**config.mk**
```make
export PLATFORM = sky130hd
export DESIGN_NAME = ram_ref_arb
export DESIGN_NICKNAME = d
export VERILOG_FILES = /design/src/rtl/ram_ref_arb.sv
export SDC_FILE = /design/constraint.sdc
export NUM_CORES = 1
export LEC_CHECK = 0
export BUFFER_PORTS_ARGS = -buffer_cell sky130_fd_sc_hd__buf_2
export CAP_MARGIN = 10
export CORE_UTILIZATION = 45
export DETAILED_ROUTE_END_ITERATION = 10
export PLACE_DENSITY = 0.66
export SLEW_MARGIN = 10
export SYNTH_ARGS = -nofsm -noshare
export SYNTH_HDL_FRONTEND = slang
export SYNTH_SLANG_ARGS = --single-unit
```
**constraint.sdc**
```tcl
create_clock -name CLK -period 4.4 [get_ports CLK]
set_input_delay 0.88 -clock CLK [delete_from_list [all_inputs] [get_ports CLK]]
set_output_delay 0.88 -clock CLK [all_outputs]
set_load 0.1 [all_outputs]
```
**src/rtl/ram_ref_arb.sv**
```systemverilog
// DRAM owner arbiter: grants CPU RAM cycles or runs a CAS-before-RAS refresh, one per timer period.
// Outputs are registered from the next state, so a grant or strobe appears one edge after the deciding sample.
module ram_ref_arb #(
   parameter int RAS_CYC = 3,
   parameter int PRE_CYC = 2
) (
   input  logic CLK,
   input  logic RST,
   input  logic RefReq,
   input  logic RefUrg,
   input  logic RAMReq,
   output logic RAMGnt,
   output logic RefBusy,
   output logic RefCAS,
   output logic RefRAS,
   output logic RefDone,
   output logic RefMiss
);

   typedef enum logic [2:0] {
      ST_IDLE    = 3'd0,
      ST_RAM     = 3'd1,
      ST_REF_CAS = 3'd2,
      ST_REF_RAS = 3'd3,
      ST_REF_PRE = 3'd4
   } state_t;

   localparam logic [3:0] RAS_TC = 4'(RAS_CYC - 1);
   localparam logic [3:0] PRE_TC = 4'(PRE_CYC - 1);

   state_t     r_state;
   state_t     w_next;
   logic [3:0] r_cnt;
   logic [3:0] w_cnt_nxt;
   logic       r_done;
   logic       r_hist;
   logic       r_gnt;
   logic       r_busy;
   logic       r_cas;
   logic       r_ras;
   logic       r_done_p;
   logic       r_miss;

   logic       w_pend;
   logic       w_in_ref;
   logic       w_done_evt;
   logic       w_miss_set;
   logic       w_nxt_ref;

   always_comb begin
      w_next     = r_state;
      w_pend     = RefReq && !r_done;
      w_in_ref   = (r_state == ST_REF_CAS) || (r_state == ST_REF_RAS) ||
                   (r_state == ST_REF_PRE);
      w_done_evt = (r_state == ST_REF_PRE) && (r_cnt == PRE_TC);
      // An in-flight refresh counts as serving the period that just ended.
      w_miss_set = r_hist && !RefReq && !r_done && !w_in_ref;

      case (r_state)
         ST_IDLE: begin
            if (w_pend && RefUrg) begin
               w_next = ST_REF_CAS;
            end else if (RAMReq) begin
               w_next = ST_RAM;
            end else if (w_pend) begin
               w_next = ST_REF_CAS;
            end
         end
         ST_RAM: begin
            if (!RAMReq) begin
               w_next = ST_IDLE;
            end
         end
         ST_REF_CAS: w_next = ST_REF_RAS;
         ST_REF_RAS: begin
            if (r_cnt == RAS_TC) begin
               w_next = ST_REF_PRE;
            end
         end
         ST_REF_PRE: begin
            if (r_cnt == PRE_TC) begin
               w_next = ST_IDLE;
            end
         end
         default: w_next = ST_IDLE;
      endcase

      w_nxt_ref = (w_next == ST_REF_CAS) || (w_next == ST_REF_RAS) ||
                  (w_next == ST_REF_PRE);

      // Counter restarts on every state entry and saturates instead of wrapping.
      w_cnt_nxt = r_cnt;
      if (w_next != r_state) begin
         w_cnt_nxt = 4'd0;
      end else if (r_cnt != 4'hF) begin
         w_cnt_nxt = r_cnt + 4'd1;
      end
   end

   always_ff @(posedge CLK) begin
      if (RST) begin
         r_state  <= ST_IDLE;
         r_cnt    <= 4'd0;
         r_done   <= 1'b0;
         r_hist   <= 1'b0;
         r_gnt    <= 1'b0;
         r_busy   <= 1'b0;
         r_cas    <= 1'b0;
         r_ras    <= 1'b0;
         r_done_p <= 1'b0;
         r_miss   <= 1'b0;
      end else begin
         r_state  <= w_next;
         r_cnt    <= w_cnt_nxt;
         r_hist   <= RefReq;
         // A low RefReq sample clears Done even on the completion edge.
         if (!RefReq) begin
            r_done <= 1'b0;
         end else if (w_done_evt) begin
            r_done <= 1'b1;
         end
         r_gnt    <= (w_next == ST_RAM);
         r_busy   <= w_nxt_ref;
         r_cas    <= (w_next == ST_REF_CAS) || (w_next == ST_REF_RAS);
         r_ras    <= (w_next == ST_REF_RAS);
         r_done_p <= w_done_evt;
         r_miss   <= r_miss || w_miss_set;
      end
   end

   assign RAMGnt  = r_gnt;
   assign RefBusy = r_busy;
   assign RefCAS  = r_cas;
   assign RefRAS  = r_ras;
   assign RefDone = r_done_p;
   assign RefMiss = r_miss;

endmodule
```
-- After elaboration in Yosys (flattened, before gate mapping)
Cells that the tools add are included.
- bits of input ports: 5
- register bits after elaboration: 15
- output and inout bits: 6
- logic and storage cells: 48
- bitwise gates (word level): 1
- muxes and demuxes: 7
- $add $sub $neg: 1
- reduce and logical (&&, ||, !) cells: 17
- equal/unequal tests: 12
- operators by type and width (cell ; count):
    two-way mux 3 bit ; 6
    case mux 3 bit (5 select lines) ; 1
    == test 3 x 2 -> 1 bit (second input constant) ; 4
    == test 3 x 1 -> 1 bit (second input constant) ; 2
    == test 3 bit (second input constant) ; 2
    logical AND 1 bit ; 6
    logical OR 1 bit ; 5
    adder 4 x 1 -> 4 bit (second input constant) ; 1
    == test 4 x 1 -> 1 bit (second input constant) ; 1
    == test 4 x 2 -> 1 bit (second input constant) ; 1
    inequality test 4 bit (second input constant) ; 1
    OR reduction 2 bit ; 2
    logical NOT 1 bit ; 3
    logical NOT 3 bit ; 1
    inequality test 3 bit ; 1
    inverter 1 bit ; 1

-- Logic depth before layout (Yosys ltp)
Gate-level depths: netlist of the first run.
- depth in word-level cells: 9
- mapped depth: 6
- gate-level depth less buffers: 6

-- Worst setup path after synthesis of the first run
OpenSTA, ideal clock, no wires.
- kind: flip-flop to output port
- start: register r_miss (netlist: RefMiss)
- end: output port RefMiss
- required time: 3520 ps
- path slack: 2595 ps
- path buffers: 0
- cell stages (with the launch flop): 1
- arrival time: 925 ps
- cells stage by stage: dfxtp_1
- RTL lines (element ; line ; RTL):
    from (decl) ; 42 ; logic r_miss;
    from (signal assigned) ; 127 ; r_miss <= r_miss || w_miss_set;
    to (decl) ; 17 ; output logic RefMiss
No word-level cell between the ends.

-- Worst setup path after layout of the first run
- start: register r_miss (netlist: RefMiss)
- end: output port RefMiss
No word-level cell between the ends.

==> results.json, run 1 <==
{
  "outcome": "finished, final reports clean",
  "tns_ns": 0,
  "r2r_start": "r_cnt[0]$_SDFFE_PP0P_",
  "rsz0062_at_grt": "no",
  "drcViolationCount": 0,
  "cts_sinks": 15,
  "grt_use_total_pct": 16.3,
  "worstPathRequired_ns": 3.52,
  "critPathArrivalTime_ns": 1.04,
  "grt_pass1_vias": 472,
  "cts_buffer_depth": 2,
  "grt_pass1_wl_um": 2100,
  "firstDrtPassIters": 4,
  "first_iter_violations": 9,
  "crit_path_end_kind": "output pin",
  "synth_area_per_cell_um2": 9.63,
  "portBuffers": 10,
  "synth_async_sr_flop_share_pct": 0,
  "synth_cell_types": 31,
  "final_common_cell": "dfxtp_1",
  "finalMaxSlewViolations": 0,
  "clock-root-buffer": "clkbuf_4",
  "hp-class": "register to register",
  "ant_nets": 0,
  "pre_cts_slack_ns": 2.41,
  "fin_ws_ns": 2.48,
  "cap_violations": 0,
  "final.min_clock_period_ns": 1.92,
  "rows": 13,
  "path_max_fanout": 2,
  "max_slew_margin_pct": 67.9,
  "filler_cell_count": 127,
  "routedWlPerCell_um": 12.6,
  "finalWeightedCongestion": 0.830,
  "synth-seq-cells": 15,
  "io_pins": 11,
  "cts.htree.levels": 1,
  "seq_area_frac_synth_pct": 42.7,
  "die_area_mm2": 0.00172,
  "min_to": "RefMiss$_SDFF_PP0_",
  "synth_edf_count": 0,
  "clk_latency_ns": 0.29,
  "cts_setup_buffers": 0,
  "cts_tree": "done",
  "max_stage_delay_ns": 0.42,
  "drive_above_1_share_pct": 23.5,
  "finClkSkew_ns": 0.00778,
  "start_util_pct": 50.9,
  "nets": 94,
  "area_delta_synth_final_pct": 11.4,
  "worstHoldStart": "RefMiss$_SDFF_PP0_",
  "coreArea_mm2": 0.00138,
  "syn_inst": 73,
  "r2r_end": "r_cnt[1]$_SDFFE_PP0P_",
  "syn_nets": 81,
  "die_x_um": 41.5,
  "antenna_found_initial": 0,
  "cp_cell_sequence": "buf_2",
  "power_density_mw_per_mm2": 375,
  "ys_warn_count": 0,
  "cts_hold_buffers": 0,
  "yosys_most_used_dff": "dfxtp_1",
  "cts_buffers": 3,
  "gr-total-overflow": 0,
  "max_freq_mhz": 521,
  "hpwl_um": 904,
  "layout_common_cells": "dfxtp_1 (15), buf_2 (10), inv_1 (6), nor2_1 (6)",
  "path_class": "register to output pin",
  "hold_path_depth": 2,
  "cts_resized": 0,
  "reg2regPathDepth": 6,
  "via_per_inst": 5.49,
  "hold_viol": 0,
  "cp_top_family": "buffers and inverters",
  "grt_max_degree": 11,
  "fp.dieH_um": 41.5,
  "min_period_over_period_pct": 43.6,
  "critPathSlowestCell": "buf_2",
  "wirelength_um": 1260,
  "ir_drop_mv": 0.227,
  "seqCellArea_um2": 300,
  "via_count": 549,
  "p_leak_nw": 0.316,
  "path_buf_inv": 1,
  "multiInputGateArea_um2": 365,
  "hold-worst-slack_ns": 0.471,
  "worstMarginPinSlew_ns": 0.485,
  "r2r_slack_ns": 2.70,
  "clk_pin_slew_ns": 0.09,
  "setup_viol": 0,
  "cp-start-kind": "register",
  "antennaDiodeCount": 0,
  "syn-cell-area_um2": 703
}
==> worst max-delay path by stage <==
stage                        from                    end  slack [ns]  depth (start not counted)
2_1_floorplan  RefMiss$_SDFF_PP0_                RefMiss        2.60                          0
5_1_grt         RAMGnt$_SDFF_PP0_                 RAMGnt        2.45                          1
3_5_place_dp               RefReq  r_cnt[3]$_SDFFE_PP0P_        2.41                          5
3_3_place_gp               RefReq  r_cnt[3]$_SDFFE_PP0P_        2.46                          5
6_report       RefMiss$_SDFF_PP0_                RefMiss        2.48                          1
4_1_cts        RefMiss$_SDFF_PP0_                RefMiss        2.47                          1
==> synth_stat cells (2+ instances only) <==
master      n  share of area (%)
dfxtp_1    15                 43
nand3_1     5                3.6
nor2_1      6                3.2
nor3_1      4                2.8
nor3b_1     2                2.1
a2111oi_2   2                4.3
a31oi_1     2                1.8
a21oi_1     5                3.6
nand3b_1    2                2.1
nor2b_1     2                1.8
inv_1       6                3.2
ha_1        3                5.3
==> report_power, final <==
group,internal (W),leakage [nW],switching [W]
clock,0.0000352,0.0150,0.0000431
combinational,0.0000188,0.178,0.0000460
sequential,0.000143,0.123,0.00000734
==> sequential cells by signal (all words and copies together) (netlist names) <==
register,cells
RAMGnt,1
RefMiss,1
r_hist,1
r_state,3
r_cnt,4
RefCAS,1
r_done,1
RefDone,1
RefBusy,1
RefRAS,1
==> metrics by stage <==
stage,power [W],std cells,instance area (um^2),util [%]
2_1_floorplan,0.000207,73,703,-
3_3_place_gp,0.000218,96,757,54.8
3_5_place_dp,0.000219,96,757,54.8
4_1_cts,0.000296,100,783,56.7
5_1_grt,0.000309,100,783,56.7
6_report,0.000294,100,783,56.7
==> cells by family after synthesis <==
group	count (synthesis)	synth area share, %
AOI/OAI and AO/OA	15	15.8
xor gates and xnor gates	1	1.25
adders and majority gates	3	5.34
buffers and inverters	8	5.34
DFF	15	42.7
and+or+nand+nor	31	29.5
==> area by class of cell <==
class	count	area share (%)
clock buffers	4	3.35
inverters	6	2.88
multi-input cells	50	46.6
flip-flops and latches	15	38.3
well taps	15	2.40
repair buffers	10	6.39
==> metal layers <==
metal  wire length, um  vias to the layer above  global-route usage, %
met5                 0                        -                      0
met4                19                        0                   9.68
met3                50                        2                   6.52
met2               510                       16                   20.9
met1               675                      246                   22.6
li1                  -                      285                      -
No activity file was read; power rests on OpenSTA's default activity.
==> inputs of run 2 (changes only) <==
--- a/config.mk
+++ b/config.mk
@@ -5,11 +5,12 @@
 export SDC_FILE = /design/constraint.sdc
 export NUM_CORES = 1
 export LEC_CHECK = 0
+export ABC_AREA = 1
 export BUFFER_PORTS_ARGS = -buffer_cell sky130_fd_sc_hd__buf_2
 export CAP_MARGIN = 10
 export CORE_UTILIZATION = 45
 export DETAILED_ROUTE_END_ITERATION = 10
-export PLACE_DENSITY = 0.66
+export PLACE_DENSITY = 0.68
 export SLEW_MARGIN = 10
 export SYNTH_ARGS = -nofsm -noshare
 export SYNTH_HDL_FRONTEND = slang
==> constraint.sdc (replaced) <==
create_clock -name CLK -period 1.55 [get_ports CLK]
set_input_delay 0.31 -clock CLK [delete_from_list [all_inputs] [get_ports CLK]]
set_output_delay 0.31 -clock CLK [all_outputs]
set_load 0.1 [all_outputs]
==> results.json, run 2 <==
{
  "outcome": "finished, final reports clean",
  "clock-root-buffer": "clkbuf_4",
  "ir_drop_mv": 0.883,
  "coreArea_mm2": 0.00151,
  "cts.htree.levels": 1,
  "start_util_pct": 48.6,
  "setup_viol": 0,
  "yosys_most_used_dff": "dfxtp_1",
  "nets": 109,
  "critPathArrivalTime_ns": 1.57,
  "cts_buffers": 3,
  "hp-class": "input pin to register",
  "power_density_mw_per_mm2": 1010,
  "p_leak_nw": 0.381,
  "drcViolationCount": 0,
  "yosysTopAreaCell": "dfxtp_1",
  "worstPathRequired_ns": 1.75,
  "seq_area_frac_synth_pct": 41.0,
  "top_regs": "r_cnt (4), r_state (3)",
  "ant_nets": 0,
  "finalMaxSlewViolations": 0,
  "hold_viol": 0,
  "cap_violations": 0,
  "worstMarginPinSlew_ns": 0.486,
  "via_per_inst": 4.83,
  "synth_async_sr_flop_share_pct": 0,
  "cts_hold_buffers": 0,
  "yosys-top-cells-area": "dfxtp_1 (41%), nor3_2 (6.8%), inv_1 (5.6%)",
  "tns_ns": 0,
  "min_period_over_period_pct": 88.7,
  "io_pins": 11,
  "crit_path_end_kind": "register",
  "cts_buffer_depth": 2,
  "path_max_fanout": 5,
  "cp-start-kind": "register",
  "gr-total-overflow": 0,
  "cp_cell_sequence": "inv_1 > ha_1 > nand2_2 > clkinv_2 > nand3_2 > inv_2 > nor2_2 > nand3_4 > nor3_2",
  "ys_top_cells_by_count": "dfxtp_1 (15), inv_1 (11), nor2_1 (11), nand2_1 (8)",
  "pre_cts_slack_ns": 0.134,
  "yosys.cell_count.top_type": "dfxtp_1",
  "rows": 14,
  "ys_warn_count": 0,
  "synth_top_area_share_pct": 41.0,
  "top_layer_used": "met4",
  "grt_use_total_pct": 15.9,
  "critPathSlowestCell": "dfxtp_2",
  "grt_max_degree": 12,
  "clk_latency_ns": 0.28,
  "drive_above_1_share_pct": 36.0,
  "regMostFlops": "r_cnt",
  "layout_common_cells": "dfxtp_1 (14), inv_1 (11), nor2_1 (11), buf_2 (10), nand2_1 (8)",
  "power_w": 0.000836,
  "fin_ws_ns": 0.175,
  "wl_met3_um": 55,
  "routedWlPerCell_um": 10.9,
  "finalWeightedCongestion": 0.846,
  "area_delta_synth_final_pct": 12.8,
  "grt_pass1_wl_um": 2070,
  "die_area_mm2": 0.00179,
  "clk_pin_slew_ns": 0.08,
  "max_freq_mhz": 727,
  "wl_met2_um": 556,
  "largest_reg_flops": 4,
  "finClkSkew_ns": 0.00331,
  "syn-cell-area_um2": 732,
  "synth_area_per_cell_um2": 8.41,
  "max_slew_margin_pct": 67.8,
  "synth_cell_types": 25,
  "die_x_um": 42.3,
  "met1_length_um": 627,
  "via_count": 560,
  "cts_tree": "done",
  "fp.dieH_um": 42.3,
  "portBuffers": 10,
  "syn_inst": 87,
  "synth_edf_count": 0,
  "synth-seq-cells": 15,
  "antennaDiodeCount": 0,
  "antenna_found_initial": 0,
  "max_stage_delay_ns": 0.37,
  "cts_sinks": 15,
  "wirelength_um": 1260,
  "grt_pass1_vias": 528,
  "path_class": "register to register",
  "rsz0062_at_grt": "no",
  "syn_nets": 95,
  "first_iter_violations": 13,
  "final_common_cell": "dfxtp_1",
  "final.min_clock_period_ns": 1.38,
  "hpwl_um": 943,
  "firstDrtPassIters": 4
}
==> run 2: cell count changes after synthesis, sizes merged, moves of 2 or more <==
cell,before,now
xor2,0,2
nand3b,2,0
nand2b,2,0
nor3,4,6
nand3,5,9
inv,6,13
nor2b,2,0
a2111oi,2,0
nor3b,2,0
nor2,6,14
nand2,1,12
==> run 2: area by class of cell <==
type,instances,area (um^2)
multi-input cells,57,374
inverters,14,53.8
well taps,16,20.0
repair buffers,10,50.0
clock buffers,4,26.3
fillers,148,681
flip-flops and latches,15,302
==> run 2: through the flow <==
stage	cell area, um^2	hold slack (ns)	utilization, %	instances
2_1_floorplan	732	0.447	-	87
3_3_place_gp	798	0.435	53.0	112
3_5_place_dp	798	0.443	53.0	112
4_1_cts	825	0.288	54.7	116
5_1_grt	826	0.322	54.8	116
6_report	826	0.293	54.8	116
==> run 2: per-layer routing <==
| layer | GRT usage, % | vias to the layer above |
|---|---|---|
| met4 | 6.88 | 0 |
| met3 | 6.47 | 2 |
| met5 | 0 | - |
| met1 | 19.5 | 246 |
| li1 | - | 301 |
| met2 | 24.3 | 11 |
==> run 2: path summary, 6_finish.rpt <==
path	startpoint	cells past startpoint	endpoint	slack (ns)
worst max-delay path	r_cnt[0]$_SDFFE_PP0P_	9	r_cnt[0]$_SDFFE_PP0P_	0.17
worst max register to register	r_cnt[0]$_SDFFE_PP0P_	9	r_cnt[0]$_SDFFE_PP0P_	0.17
worst min-delay path	RefReq	3	r_hist$_SDFF_PP0_	0.29
worst min register to register	RefMiss$_SDFF_PP0_	2	RefMiss$_SDFF_PP0_	0.45
==> run 2: cells by family (layout without fill, tap and decap cells) <==
kind of cell	count (synthesis)	count (layout)	share of synthesized area (%)
xor gates and xnor gates	2	2	2.39
and+or+nand+nor	43	43	35.9
adders and majority gates	3	3	5.13
AOI/OAI and AO/OA	9	9	7.69
buffers and inverters	15	28	7.86
DFF	15	15	41.0
==> run 2: report_power, final <==
part	switching, W	internal, W	total, W
registers	0.0000199	0.000408	0.000428
logic	0.000141	0.0000503	0.000191
clock network	0.000117	0.0000998	0.000217
==> run 2: repair_timing <==
action / in CTS / in global routing
endpoints found under the setup margin: 0 / 1
setup buffers: 0 / 0
resized for setup: 0 / 1
==> run 2: worst max-delay path, delay by kind of cell (launching register included) <==
| kind | cells | cell delay (ns) |
|---|---|---|
| adder cells (fa/ha/maj) | 1 | 0.19 |
| flip-flops | 1 | 0.37 |
| AND/OR/NAND/NOR | 5 | 0.57 |
| buffers and inverters | 3 | 0.16 |
